File: src/rtl/logic_reduce_pipe_if.sv
// Handshake bundle for logic_reduce_pipe: input transaction channel, result
// channel and delivered-result counter.
interface logic_reduce_pipe_if #(
  parameter int WIDTH  = 8,
  parameter int NUM_IN = 2,
  parameter int CNT_W  = 16
);
  logic                    in_valid;
  logic                    in_ready;
  logic [NUM_IN*WIDTH-1:0] in_data;
  logic [1:0]              in_mode;
  logic                    out_valid;
  logic                    out_ready;
  logic [WIDTH-1:0]        out_data;
  logic [CNT_W-1:0]        out_count;

  modport master (
    output in_valid, in_data, in_mode, out_ready,
    input  in_ready, out_valid, out_data, out_count
  );

  modport slave (
    input  in_valid, in_data, in_mode, out_ready,
    output in_ready, out_valid, out_data, out_count
  );
endinterface

File: src/rtl/logic_reduce_pipe.sv
// Two-stage handshaked bitwise reduction (AND/OR/XOR/NAND) across NUM_IN lanes,
// with synchronous flush and a wrapping delivered-result counter.
module logic_reduce_pipe #(
  parameter int WIDTH  = 8,
  parameter int NUM_IN = 2,
  parameter int CNT_W  = 16
) (
  input  logic clk,
  input  logic reset_n,
  input  logic clear,
  logic_reduce_pipe_if.slave bus
);

  localparam logic [1:0] MODE_AND  = 2'b00;
  localparam logic [1:0] MODE_OR   = 2'b01;
  localparam logic [1:0] MODE_XOR  = 2'b10;

  logic [NUM_IN*WIDTH-1:0] r_data_p1;
  logic [1:0]              r_mode_p1;
  logic                    r_vld_p1;
  logic [WIDTH-1:0]        r_data_p2;
  logic                    r_vld_p2;
  logic [CNT_W-1:0]        r_count_p2;

  logic             w_s2_free;
  logic             w_in_ready;
  logic             w_accept;
  logic             w_advance;
  logic             w_deliver;
  logic [WIDTH-1:0] w_result;

  function automatic logic [WIDTH-1:0] f_reduce(
    input logic [NUM_IN*WIDTH-1:0] d,
    input logic [1:0]              m
  );
    logic [WIDTH-1:0] a, o, x;
    a = d[WIDTH-1:0];
    o = d[WIDTH-1:0];
    x = d[WIDTH-1:0];
    for (int k = 1; k < NUM_IN; k++) begin
      a = a & d[k*WIDTH +: WIDTH];
      o = o | d[k*WIDTH +: WIDTH];
      x = x ^ d[k*WIDTH +: WIDTH];
    end
    case (m)
      MODE_AND: f_reduce = a;
      MODE_OR:  f_reduce = o;
      MODE_XOR: f_reduce = x;
      default:  f_reduce = ~a;
    endcase
  endfunction

  // in_ready depends only on clear, out_ready and registered state, never in_valid
  assign w_s2_free  = !r_vld_p2 | bus.out_ready;
  assign w_in_ready = !clear & (!r_vld_p1 | w_s2_free);
  assign w_accept   = bus.in_valid & w_in_ready;
  assign w_advance  = r_vld_p1 & w_s2_free;
  assign w_deliver  = r_vld_p2 & bus.out_ready;
  assign w_result   = f_reduce(r_data_p1, r_mode_p1);

  // Stage 1: operand and mode capture
  always_ff @(posedge clk or negedge reset_n) begin
    if (!reset_n) begin
      r_vld_p1  <= 1'b0;
      r_data_p1 <= '0;
      r_mode_p1 <= '0;
    end else if (clear) begin
      r_vld_p1  <= 1'b0;
      r_data_p1 <= '0;
      r_mode_p1 <= '0;
    end else if (w_accept) begin
      r_vld_p1  <= 1'b1;
      r_data_p1 <= bus.in_data;
      r_mode_p1 <= bus.in_mode;
    end else if (w_advance) begin
      r_vld_p1  <= 1'b0;
    end
  end

  // Stage 2: registered result and delivery count
  always_ff @(posedge clk or negedge reset_n) begin
    if (!reset_n) begin
      r_vld_p2   <= 1'b0;
      r_data_p2  <= '0;
      r_count_p2 <= '0;
    end else if (clear) begin
      r_vld_p2   <= 1'b0;
      r_data_p2  <= '0;
      r_count_p2 <= '0;
    end else begin
      if (w_advance) begin
        r_vld_p2  <= 1'b1;
        r_data_p2 <= w_result;
      end else if (w_deliver) begin
        r_vld_p2  <= 1'b0;
      end
      if (w_deliver) begin
        r_count_p2 <= r_count_p2 + CNT_W'(1);
      end
    end
  end

  assign bus.in_ready  = w_in_ready;
  assign bus.out_valid = r_vld_p2;
  assign bus.out_data  = r_data_p2;
  assign bus.out_count = r_count_p2;

endmodule

File: src/flat_wrapper.sv
// flat-port wrapper written by rule: the top's interface ports become plain ports
module logic_reduce_pipe_flat 
#(
  parameter int WIDTH  = 8,
  parameter int NUM_IN = 2,
  parameter int CNT_W  = 16
)
  (clk, reset_n, clear, bus_in_valid, bus_in_data, bus_in_mode, bus_out_ready, bus_in_ready, bus_out_valid, bus_out_data, bus_out_count);
  logic_reduce_pipe_if #(.WIDTH(WIDTH), .NUM_IN(NUM_IN), .CNT_W(CNT_W)) bus_i ();
  input  logic clk;
  input  logic reset_n;
  input  logic clear;
  input wire logic [$bits(bus_i.in_valid)-1:0] bus_in_valid;
  input wire logic [$bits(bus_i.in_data)-1:0] bus_in_data;
  input wire logic [$bits(bus_i.in_mode)-1:0] bus_in_mode;
  input wire logic [$bits(bus_i.out_ready)-1:0] bus_out_ready;
  output wire logic [$bits(bus_i.in_ready)-1:0] bus_in_ready;
  output wire logic [$bits(bus_i.out_valid)-1:0] bus_out_valid;
  output wire logic [$bits(bus_i.out_data)-1:0] bus_out_data;
  output wire logic [$bits(bus_i.out_count)-1:0] bus_out_count;
  assign bus_i.in_valid = bus_in_valid;
  assign bus_i.in_data = bus_in_data;
  assign bus_i.in_mode = bus_in_mode;
  assign bus_i.out_ready = bus_out_ready;
  assign bus_in_ready = bus_i.in_ready;
  assign bus_out_valid = bus_i.out_valid;
  assign bus_out_data = bus_i.out_data;
  assign bus_out_count = bus_i.out_count;
  logic_reduce_pipe #(.WIDTH(WIDTH), .NUM_IN(NUM_IN), .CNT_W(CNT_W)) u_core (.clk(clk), .reset_n(reset_n), .clear(clear), .bus(bus_i));
endmodule
File: config.mk
export PLATFORM = sky130hd
export DESIGN_NAME = logic_reduce_pipe_flat
export DESIGN_NICKNAME = d
export VERILOG_FILES = /design/src/rtl/logic_reduce_pipe_if.sv /design/src/rtl/logic_reduce_pipe.sv /design/src/flat_wrapper.sv
export SDC_FILE = /design/constraint.sdc
export NUM_CORES = 1
export LEC_CHECK = 0
export ABC_AREA = 1
export BUFFER_PORTS_ARGS = -buffer_cell sky130_fd_sc_hd__buf_2
export CORE_ASPECT_RATIO = 1.2
export CORE_MARGIN = 2
export CORE_UTILIZATION = 55
export DETAILED_ROUTE_END_ITERATION = 8
export PLACE_DENSITY_LB_ADDON = 0.12
export REMOVE_ABC_BUFFERS = 1
export SYNTH_ARGS = -nofsm -noshare
export SYNTH_HDL_FRONTEND = slang
export SYNTH_SLANG_ARGS = --single-unit
export TNS_END_PERCENT = 50
File: constraint.sdc
create_clock -name clk -period 1.39 [get_ports clk]
set_input_delay 0.2085 -clock clk [delete_from_list [all_inputs] [get_ports clk]]
set_output_delay 0.2085 -clock clk [all_outputs]
set_load 0.03 [all_outputs]
==> results of run 1 <==
-- layout make-up --
class / count / share of cell area, %
multi-input combinational: 207 / 39.3
tap: 56 / 2.37
clock inverter: 2 / 0.339
inverter: 38 / 4.83
clock buffer: 6 / 2.80
timing repair buffer: 62 / 13.1
sequential: 44 / 37.3
-- flip-flops by register name (all words and copies together) (netlist names) --
name,count
u_core.r_vld_p1,1
u_core.r_data_p1,16
u_core.r_mode_p1,2
u_core.bus.out_valid,1
u_core.bus.out_data,8
u_core.bus.out_count,16
-- stage by stage --
stage	hold WS (ns)	area (um2)
floorplan	-0.0871	2360
global placement	0.153	2780
detailed placement	0.153	2780
CTS	0.0707	2910
global route	0.0759	2950
finish	0.0781	2950
-- cells by family after synthesis --
family          Yosys count
simple gates            123
compound gates           67
buf+inv                  47
flops                    44
fa+ha+maj                17
-- worst min-delay path by stage --
stage	start	to	slack, ns	cells after the start
finish	clear	u_core.bus.out_valid	0.08	2
global route	clear	u_core.bus.out_valid	0.08	2
CTS	clear	u_core.bus.out_valid	0.07	2
detailed placement	reset_n	u_core.bus.out_count[2]	0.15	1
global placement	reset_n	u_core.bus.out_count[2]	0.15	1
floorplan	reset_n	u_core.bus.out_count[0]	-0.09	0
-- cell usage in the layout (no fill, tap or decap), types with 2 or more instances in the layout --
master / instances
buf_12: 2
o21ai_1: 11
nand2_1: 60
nor2_2: 3
o211ai_1: 3
nor2_1: 19
nand2_4: 2
nand4_1: 2
o21ai_2: 10
buf_2: 47
buf_4: 10
dfrtp_1: 44
nand2_2: 3
ha_1: 16
nor2_4: 3
clkbuf_8: 6
clkinv_2: 2
nor3_1: 2
a21oi_1: 16
nand3_1: 27
inv_1: 37
o21ai_0: 27
-- worst register-to-register path, delay by kind of cell (launching register included) --
kind | cells | cell delay (ns)
flip-flops | 1 | 0.40
AND/OR/NAND/NOR | 7 | 0.59
adder cells (fa/ha/maj) | 1 | 0.23
-- power by group --
part	internal [mW]	switching, mW	total, mW
clock network	0.397	0.431	0.828
logic	0.160	0.272	0.432
registers	1.34	0.0399	1.38
-- what timing repair did --
action	in CTS	in global routing
setup endpoints to repair	1	30
pin swaps	0	7
resized for setup	5	17
hold buffers	1	0
endpoints found under the hold margin	15	0
buffers inserted	2	1
-- layer usage --
layer	part of all wire (%)	vias up	track usage, %
met5	0	-	0
met4	1.1	0	6.60
met3	4.5	8	4.28
met1	41	1006	27.8
li1	-	1089	-
met2	53	53	41.9
==> run_results.csv, run 1 <==
group,metric,value,unit
power_and_ir_drop,irDropWorstVdd,0.614,mV
yosys,synthCells,298,
drt,first_pass_iters,4,
cells_and_area,syn2layout_area_growth,22.1,%
placed_design,io_buffers,48,
global_routing,grt_start_max_net_pins,30,
critical_path,worstSetupEndpoint,"bus_in_ready",
yosys,ys_seq_elements,44,
worst_hold_path,hp-class,"in -> reg",
timing,max_slew.worst_pin.slew,0.392,ns
die,start_util,57.2,%
yosys,synth_simple_gate_area_share,21.8,%
yosys,synth_compound_area_share,15.7,%
cells_and_area,drive_gt1_share,25.9,%
placed_design,dp_cells,403,
critical_path,arrival,1.19,ns
die,die_area,0.00495,mm2
die,rows,26,
critical_path,start_kind,"flip-flop",
cts,cts_root_buf,"clkbuf_8",
yosys,synth_area,0.00242,mm2
critical_path,worstPathCellList,"nand2_2 > o21ai_1 > inv_1 > buf_8 > buf_6",
cells_and_area,seq_area,0.00110,mm2
cts,cts_buffer_depth,2,
drt,wl_per_cell,12.6,um
die,coreArea,0.00423,mm2
drt,ant_nets,0,
critical_path,r2r-end,"u_core.bus.out_count[14]",
yosys,synth_adder_area_share,8.79,%
yosys,synth_edf_count,0,
timing,rsz0062_at_grt,"true",
placed_design,gp_congestion,0.781,
run_status,violations,"setup timing",
critical_path,worstPathMaxFanout,3,
yosys,synth-async-reset-ratio,100,%
timing,maxSlewHeadroom,73.9,%
yosys,synth_cell_types,21,
die,ios,49,
global_routing,grt_pass1_wl,9.01,mm
critical_path,cpPeakStageDelay,0.37,ns
cells_and_area,num-fill-cells,385,
drt,vias,2156,
critical_path,crit_type,"reg -> out",
timing,slew_viol_final,0,
job,maxCapViolations,0,
global_routing,grt.overflow.total,0,
yosys,synth_flop_cell,"dfrtp_1",
global_routing,grt_pass1_vias,2044,
critical_path,critical-path-slowest-cell,"dfrtp_1",
cts,clock_sinks,44,
timing,final-hold-violation-count,0,
timing,finalCritPeriodShare,101,%
critical_path,worst-r2r-setup-slack,0.08,ns
cells_and_area,finalNonFillerCells,415,
critical_path,worstPathRequired,1.18,ns
yosys,ys_seq_area_share,45.5,%
critical_path,cp_top_family,"flip-flops",
critical_path,cp-end-kind,"output port",
timing,fmax,714,MHz
cells_and_area,diodes,0,
yosys,synthXorXnorAreaFrac,0,%
yosys,synth.largest_area_cell,"dfrtp_1",
critical_path,reg2reg_depth,8,
placed_design,dp_slack,0.0388,ns
timing,layout_setup_ws,-0.0108,ns
yosys,synth_common_cells,"nand2_1 (63), dfrtp_1 (44), inv_1 (38), o21ai_0 (32), nand3_1 (28)",
die,die_y,76.6,um
critical_path,crit_cells,5,
critical_path,crit_path_start,"u_core.bus.out_valid",
die,dieWidth,64.5,um
timing,setup_tns,-0.0108,ns
power_and_ir_drop,power.density,892,mW/mm2
timing,period_minus_slack,1.40,ns
cells_and_area,finish.utilization,69.9,%
yosys,synth_top_family_by_area,"simple AND/OR/NAND/NOR gates",
global_routing,grtUsageTotal,23.2,%
cts,numCtsBuffers,5,
yosys,synth_mux_area_share,0,%
drt,drt_wl_total,5.22,mm
run_status,status,"finished, violations left",
yosys,ys_warn_count,0,
cts,cts.clk_slew.worst_paths,0.08,ns
drt,viasPerCell,5.20,
critical_path,critPathBufInv,3,
yosys,synth.avg_cell_area,8.12,um2
placed_design,place_hpwl,3.73,mm
power_and_ir_drop,power,2.63,mW
drt,drc,0,
cts,clk_latency,0.30,ns
global_routing,antenna_found_initial,0,
cts,cts_tree,"yes",
yosys,synth_top_cell_area_share,45.5,%
critical_path,worstReg2RegStart,"u_core.bus.out_count[1]",
timing,clock_skew,0.00374,ns
cts,htreeDepth,2,
drt,drtIter0Drc,132,
timing,setup_viol,1,
power_and_ir_drop,p_leak,1.49,nW
cells_and_area,final_nets,398,
yosys,synthTopCellsByArea,"dfrtp_1 (46%), nand2_1 (9.8%), ha_1 (8.8%)",
cells_and_area,multiInputGateArea,0.00116,mm2
yosys,synth_most_common_cell,"nand2_1",
Power figures use the tool's default switching activity.
==> run 2: changes to the inputs <==
--- a/config.mk
+++ b/config.mk
@@ -6,13 +6,14 @@
 export NUM_CORES = 1
 export LEC_CHECK = 0
 export ABC_AREA = 1
-export BUFFER_PORTS_ARGS = -buffer_cell sky130_fd_sc_hd__buf_2
+export BUFFER_PORTS_ARGS = -buffer_cell sky130_fd_sc_hd__clkbuf_2
 export CORE_ASPECT_RATIO = 1.2
 export CORE_MARGIN = 2
-export CORE_UTILIZATION = 55
+export CORE_UTILIZATION = 49
 export DETAILED_ROUTE_END_ITERATION = 8
 export PLACE_DENSITY_LB_ADDON = 0.12
 export REMOVE_ABC_BUFFERS = 1
+export SETUP_SLACK_MARGIN = 0.4
 export SYNTH_ARGS = -nofsm -noshare
 export SYNTH_HDL_FRONTEND = slang
 export SYNTH_SLANG_ARGS = --single-unit
==> constraint.sdc (replaced) <==
create_clock -name clk -period 1.15 [get_ports clk]
set_input_delay 0.1725 -clock clk [delete_from_list [all_inputs] [get_ports clk]]
set_output_delay 0.1725 -clock clk [all_outputs]
set_load 0.03 [all_outputs]
==> run 2 against run 1 <==
Net effect: the run still ends with setup timing left; register-to-register slack got worse by 0.34 ns; cell count rose by 20%; sequential power rose by 22%; global-route usage rose by 6.4 points; die area rose by 12%; wire length rose by 68%; clock power rose by 49%; sequential cell count did not move; largest cell class unchanged; highest routed layer unchanged.
==> run_results.csv, run 2 (synthesis results as in run 1) <==
group,metric,value,unit
run_status,status,"finished, violations left",
run_status,violations,"setup timing",
global_routing,grt_start_max_net_pins,45,
die,coreArea,0.00483,mm2
cells_and_area,finish.utilization,87.2,%
cells_and_area,diodes,0,
cts,clock_sinks,44,
global_routing,grt_pass1_wl,12.1,mm
cts,htreeDepth,2,
drt,drc,0,
placed_design,dp_slack,-0.184,ns
cts,clk_latency,0.31,ns
worst_hold_path,hp-class,"in -> reg",
power_and_ir_drop,irDropWorstVdd,0.928,mV
power_and_ir_drop,p_leak,2.01,nW
cts,cts_tree,"yes",
global_routing,grt.overflow.total,0,
timing,finalCritPeriodShare,124,%
critical_path,start_kind,"flip-flop",
drt,drtIter0Drc,178,
cts,cts.clk_slew.worst_paths,0.09,ns
power_and_ir_drop,power.density,958,mW/mm2
timing,clock_skew,0.0111,ns
critical_path,reg2reg_depth,9,
placed_design,io_buffers,48,
die,die_area,0.00552,mm2
timing,fmax,699,MHz
drt,drt_wl_total,8.76,mm
drt,vias,2729,
critical_path,arrival,1.26,ns
timing,period_minus_slack,1.43,ns
power_and_ir_drop,power,4.04,mW
timing,slew_viol_final,0,
drt,wl_per_cell,17.5,um
timing,setup_viol,45,
cts,cts_buffer_depth,2,
drt,first_pass_iters,4,
timing,maxSlewHeadroom,81.2,%
die,rows,28,
timing,layout_setup_ws,-0.282,ns
cells_and_area,drive_gt1_share,55.7,%
cells_and_area,multiInputGateArea,0.00148,mm2
global_routing,antenna_found_initial,0,
placed_design,place_hpwl,4.12,mm
drt,viasPerCell,5.46,
die,start_util,50.0,%
drt,ant_nets,0,
cells_and_area,syn2layout_area_growth,74.2,%
worst_hold_path,holdPathStages,2,
cts,numCtsBuffers,5,
global_routing,grt_pass1_vias,2596,
cells_and_area,final_nets,479,
die,ios,49,
cells_and_area,num-fill-cells,238,
cells_and_area,final_common_cell,"buf_4",
timing,rsz0062_at_grt,"true",
job,maxCapViolations,0,
global_routing,grtUsageTotal,29.6,%
critical_path,cp-end-kind,"output port",
die,dieWidth,68.1,um
cts,cts_root_buf,"clkbuf_8",
timing,final-hold-violation-count,0,
critical_path,worstPathRequired,0.98,ns
critical_path,crit_type,"reg -> out",
die,die_y,81.0,um
critical_path,worstPathMaxFanout,2,
timing,max_slew.worst_pin.slew,0.280,ns
cells_and_area,seq_area,0.00110,mm2
placed_design,gp_congestion,0.764,
cells_and_area,final_cell_mix,"buf_4 (80), nand2_1 (52), dfrtp_1 (42)",
[run 2: changes by cell type in the layout (fill, tap and decap cells not counted), sizes merged]
cell,change
buf,+52
bufinv,+1
clkbuf,+29
clkinv,-1
[run 2: layout make-up]
cell class              count  area share, %
clock buffers               6           1.72
repair buffers            143           31.1
flip-flops and latches     44           26.2
clock inverters             2          0.831
well taps                  60           1.78
inverters                  38           3.38
multi-input cells         207           35.0
[run 2: path summary, 6_finish.rpt]
path	to	from	slack, ns
min	u_core.bus.out_valid	clear	0.08
min reg2reg	u_core.bus.out_data[6]	u_core.bus.out_data[6]	0.53
max	bus_in_ready	u_core.r_vld_p1	-0.28
max reg2reg	u_core.r_data_p1[11]	u_core.r_vld_p1	-0.26
min in group asynchronous	u_core.bus.out_count[6]	reset_n	0.38
max in group asynchronous	u_core.bus.out_count[12]	reset_n	0.55
[run 2: routing by layer]
metal	vias up	global-route usage (%)	routed length [um]
met4	0	9.60	337
met5	-	0	0
met1	1329	35.8	3340
li1	1259	-	-
met3	28	4.71	434
met2	113	52.7	4640
[run 2: what timing repair did]
item                                    4_1_cts  5_1_grt
endpoints found under the setup margin       69       70
pin swaps                                    29       25
buffers inserted                             21        9
cloned                                        3        0
resized for setup                           136       65
hold buffers                                  1        0
hold endpoints to repair                     44        0
[run 2: worst max-delay path, cell delays in order (launching register included)]
cell and delay [ns]:
dfrtp_1 0.36, inv_1 0.07, o21ai_2 0.15, inv_2 0.08, buf_12 0.13, clkbuf_16 0.15
[run 2: where the power goes]
part / total [mW] / internal [mW] / switching [mW]
registers: 1.68 / 1.62 / 0.0640
clock network: 1.23 / 0.646 / 0.584
logic: 1.13 / 0.567 / 0.560
total: 4.04 / 2.83 / 1.21
[run 2: through the flow]
| step | instance area (um2) | hold slack, ns | instances | TNS [ns] |
|---|---|---|---|---|
| after floorplan | 2360 | -0.123 | 289 | -15.88 |
| after global placement | 3190 | 0.176 | 458 | -2.11 |
| after detailed placement | 3190 | 0.178 | 458 | -3.49 |
| after CTS | 3970 | 0.0449 | 491 | -4.39 |
| after global routing | 4210 | 0.0715 | 500 | -9.26 |
| final | 4210 | 0.0803 | 500 | -5.56 |
==> run 3: changes to the inputs <==
--- a/config.mk
+++ b/config.mk
@@ -6,11 +6,11 @@
 export NUM_CORES = 1
 export LEC_CHECK = 0
 export ABC_AREA = 1
-export BUFFER_PORTS_ARGS = -buffer_cell sky130_fd_sc_hd__clkbuf_2
 export CORE_ASPECT_RATIO = 1.2
 export CORE_MARGIN = 2
-export CORE_UTILIZATION = 49
+export CORE_UTILIZATION = 57
 export DETAILED_ROUTE_END_ITERATION = 8
+export DONT_BUFFER_PORTS = 1
 export PLACE_DENSITY_LB_ADDON = 0.12
 export REMOVE_ABC_BUFFERS = 1
 export SETUP_SLACK_MARGIN = 0.4
==> run 3 against run 2 <==
Net effect: the run now fails in global routing; area after synthesis unchanged; synthesized cell count did not move.
==> run_results.csv, run 3 <==
group,metric,value,unit
yosys,synth_most_common_cell,"nand2_1",
cts,htreeDepth,2,
global_routing,antenna_found_initial,0,
run_status,stop_stage,"global routing",
yosys,synth-async-reset-ratio,100,%
yosys,synth_cell_types,21,
cts,clock_sinks,44,
placed_design,io_buffers,0,
global_routing,grt_start_max_net_pins,45,
yosys,ys_seq_area_share,45.5,%
die,ios,49,
placed_design,place_hpwl,4.01,mm
cts,numCtsBuffers,5,
placed_design,dp_slack,-0.175,ns
timing,worst_endpoint,"bus_in_ready",
die,rows,25,
yosys,synth_common_cells,"nand2_1 (63), dfrtp_1 (44), inv_1 (38), o21ai_0 (32), nand3_1 (28)",
placed_design,gp_congestion,0.822,
die,dieWidth,63.5,um
run_status,tool.error,"[ERROR DPL-0033] detailed placement checks failed during check placement.",
yosys,synth.largest_area_cell,"dfrtp_1",
yosys,synth_area,0.00242,mm2
yosys,ys_warn_count,0,
timing,worstEpCategory,"primary output",
yosys,synthTopCellsByArea,"dfrtp_1 (46%), nand2_1 (9.8%), ha_1 (8.8%)",
yosys,synth_edf_count,0,
die,start_util,60.4,%
yosys,synth.avg_cell_area,8.12,um2
cts,cts_root_buf,"clkbuf_8",
yosys,synth_flop_cell,"dfrtp_1",
yosys,synth_top_cell_area_share,45.5,%
die,die_y,75.4,um
run_status,status,"stopped before the end",
cts,cts_buffer_depth,2,
yosys,synthCells,298,
yosys,ys_seq_elements,44,
==> run 3: cell counts after synthesis <==
Identical to the previous run, type by type.
==> run 3: cells by family after synthesis <==
kind of cell / Yosys count / synth area share, %
compound gates: 67 / 15.7
fa+ha+maj: 17 / 8.79
buf+inv: 47 / 8.12
flops: 44 / 45.5
simple gates: 123 / 21.8
==> run 3: repair_timing <==
| action | 4_1_cts |
|---|---|
| gates resized for setup | 110 |
| setup buffers | 12 |
| hold endpoints to repair | 45 |
| pin swaps | 33 |
| setup endpoints to repair | 69 |
| gates cloned | 2 |
| hold buffers | 1 |
==> run 3: per-stage QoR <==
step	setup TNS (ns)	std cells	instance area (um2)	hold WS, ns	utilization, %
floorplan	-15.88	289	2360	-0.123	-
global placement	-1.32	412	2990	-0.122	74.6
detailed placement	-2.84	412	2990	-0.122	74.6
CTS	-5.36	435	3580	-0.449	89.3
==> run 4: changes to the inputs <==
--- a/config.mk
+++ b/config.mk
@@ -6,14 +6,12 @@
 export NUM_CORES = 1
 export LEC_CHECK = 0
 export ABC_AREA = 1
-export CORE_ASPECT_RATIO = 1.2
 export CORE_MARGIN = 2
-export CORE_UTILIZATION = 57
+export CORE_UTILIZATION = 40
 export DETAILED_ROUTE_END_ITERATION = 8
 export DONT_BUFFER_PORTS = 1
-export PLACE_DENSITY_LB_ADDON = 0.12
+export PLACE_DENSITY_LB_ADDON = 0.15
 export REMOVE_ABC_BUFFERS = 1
-export SETUP_SLACK_MARGIN = 0.4
 export SYNTH_ARGS = -nofsm -noshare
 export SYNTH_HDL_FRONTEND = slang
 export SYNTH_SLANG_ARGS = --single-unit
==> constraint.sdc (replaced) <==
create_clock -name clk -period 1.5 [get_ports clk]
set_input_delay 0.225 -clock clk [delete_from_list [all_inputs] [get_ports clk]]
set_output_delay 0.225 -clock clk [all_outputs]
set_load 0.03 [all_outputs]
==> run 4 against run 3 <==
Net effect: the flow now finishes without violations.
==> run_results.csv, run 4 (synthesis results as in run 1) <==
group,metric,value,unit
drt,ant_nets,0,
cells_and_area,drive_gt1_share,14.9,%
timing,maxSlewHeadroom,77.5,%
power_and_ir_drop,switching_share,25.8,%
global_routing,antenna_found_initial,0,
worst_hold_path,min_to,"u_core.r_data_p1[4]",
die,dieWidth,81.8,um
placed_design,place_hpwl,3.87,mm
cts,htreeDepth,2,
timing,clock_skew,0.00855,ns
power_and_ir_drop,irDropWorstVdd,0.531,mV
cells_and_area,finish.utilization,48.1,%
die,rows,28,
cts,cts_root_buf,"clkbuf_8",
critical_path,start_kind,"flip-flop",
die,coreArea,0.00589,mm2
timing,slew_viol_final,0,
worst_hold_path,holdPathStages,2,
global_routing,grt_pass1_vias,2014,
worst_hold_path,hp-class,"in -> reg",
cells_and_area,multiInputGateArea,0.00113,mm2
cts,clk_latency,0.30,ns
drt,wl_per_cell,13.6,um
critical_path,critical-path-slowest-cell,"dfrtp_1",
cells_and_area,final_cell_mix,"nand2_1 (62), dfrtp_1 (44), inv_1 (38)",
drt,drt_wl_total,5.39,mm
critical_path,worstPathMaxFanout,19,
cells_and_area,final_common_cell,"nand2_1",
run_status,status,"finished, final reports clean",
timing,final-hold-violation-count,0,
global_routing,grt.overflow.total,0,
drt,highest_layer,"met4",
critical_path,crit_type,"reg -> out",
critical_path,worstReg2RegStart,"u_core.bus.out_count[0]",
placed_design,dp_cells,386,
cells_and_area,diodes,0,
drt,met3_length,360,um
cts,clock_sinks,44,
critical_path,reg2reg_depth,8,
drt,vias,2021,
critical_path,r2r-end,"u_core.bus.out_count[14]",
power_and_ir_drop,power.density,925,mW/mm2
critical_path,cp-end-kind,"output port",
critical_path,arrival,1.18,ns
power_and_ir_drop,p_sw,0.676,mW
critical_path,worstPathRequired,1.27,ns
cells_and_area,post-route-cell-area,0.00283,mm2
power_and_ir_drop,p_leak,1.34,nW
worst_hold_path,hold_path.startpoint,"bus_in_data[4]",
global_routing,grtUsageTotal,18.1,%
placed_design,gp_congestion,0.765,
critical_path,worstPathCellList,"nand2_2 > o21ai_1 > inv_1 > buf_12",
job,maxCapViolations,0,
critical_path,cpPeakStageDelay,0.41,ns
placed_design,placed_area,0.00264,mm2
cells_and_area,seq_area,0.00110,mm2
global_routing,grt_pass1_wl,9.25,mm
timing,fmax,712,MHz
critical_path,cp_top_family,"flip-flops",
cts,cts.clk_slew.worst_paths,0.08,ns
cells_and_area,finalNonFillerCells,397,
cells_and_area,num-fill-cells,596,
drt,viasPerCell,5.09,
critical_path,worst-r2r-setup-slack,0.17,ns
power_and_ir_drop,combPwrFrac,12.1,%
power_and_ir_drop,p_clk_share,38.4,%
timing,period_minus_slack,1.40,ns
drt,first_pass_iters,4,
cells_and_area,syn2layout_area_growth,17.0,%
timing,setup_viol,0,
timing,finalCritPeriodShare,93.6,%
die,ios,49,
die,start_util,41.1,%
power_and_ir_drop,p_int,1.94,mW
die,die_y,81.8,um
cts,cts_tree,"yes",
power_and_ir_drop,pwr-share-seq,49.5,%
cts,cts_buffer_depth,2,
critical_path,critPathBufInv,2,
timing,max_slew.worst_pin.slew,0.338,ns
drt,drc,0,
placed_design,io_buffers,0,
cells_and_area,final_nets,361,
die,die_area,0.00668,mm2
drt,drtIter0Drc,87,
global_routing,grt_start_max_net_pins,45,
drt,drt-met1-wl,2.30,mm
drt,wl_met2,2.68,mm
cts,numCtsBuffers,5,
==> run 4: what timing repair did <==
action	4_1_cts	5_1_grt
gates resized for setup	0	6
setup endpoints to repair	0	3
endpoints found under the hold margin	45	0
setup buffers	0	0
hold buffers	3	0
==> run 4: worst max path at each step <==
stage | startpoint | to | slack, ns | cells past startpoint
6_report | u_core.bus.out_valid | bus_in_ready | 0.1 | 4
5_1_grt | u_core.bus.out_valid | bus_in_ready | -0.009 | 4
4_1_cts | u_core.bus.out_valid | bus_in_ready | 0.02 | 4
3_5_place_dp | u_core.bus.out_count[0] | u_core.bus.out_count[14] | 0.14 | 8
3_3_place_gp | u_core.bus.out_count[0] | u_core.bus.out_count[14] | 0.19 | 8
2_1_floorplan | u_core.bus.out_valid | u_core.r_data_p1[10] | -0.36 | 6
==> run 4: power groups by stage <==
stage	combinational (mW)	sequential [mW]	clock (mW)
2_1_floorplan	0.179	1.33	0
3_3_place_gp	0.276	1.32	0
3_5_place_dp	0.280	1.32	0
4_1_cts	0.320	1.30	1.03
5_1_grt	0.373	1.31	1.09
6_report	0.317	1.30	1.01
==> run 4: routing by layer <==
metal | GRT usage (%) | vias to the layer above
met5 | 0 | -
met4 | 5.67 | 0
met3 | 5.71 | 4
met2 | 30.1 | 52
met1 | 22.4 | 950
li1 | - | 1015
==> run 4: worst reg2reg max path, stage by stage, from the launching register on <==
cell and delay (ns):
dfrtp_1 0.39, ha_1 0.20, nand2_1 0.06, nor2_1 0.16
nand2_1 0.09, nor2_2 0.15, nand3b_1 0.09, nand2_1 0.06
nor2_1 0.04
==> run 4: area by class of cell <==
type | instances | share of cell area, %
Clock buffer | 7 | 3.40
Clock inverter | 1 | 1.06
Inverter | 38 | 5.04
Multi-Input combinational cell | 207 | 39.9
Sequential cell | 44 | 38.9
Tap cell | 75 | 3.32
Timing Repair Buffer | 25 | 8.40
==> run 4: stage by stage <==
step | TNS (ns) | setup WS [ns] | hold slack [ns] | total power [mW]
6_report | 0 | 0.0960 | 0.0760 | 2.62
5_1_grt | -0.00943 | -0.00943 | 0.0637 | 2.77
4_1_cts | 0 | 0.0177 | 0.0699 | 2.65
3_5_place_dp | 0 | 0.138 | -0.0693 | 1.60
3_3_place_gp | 0 | 0.188 | -0.0694 | 1.60
2_1_floorplan | -5.92 | -0.358 | -0.0706 | 1.50
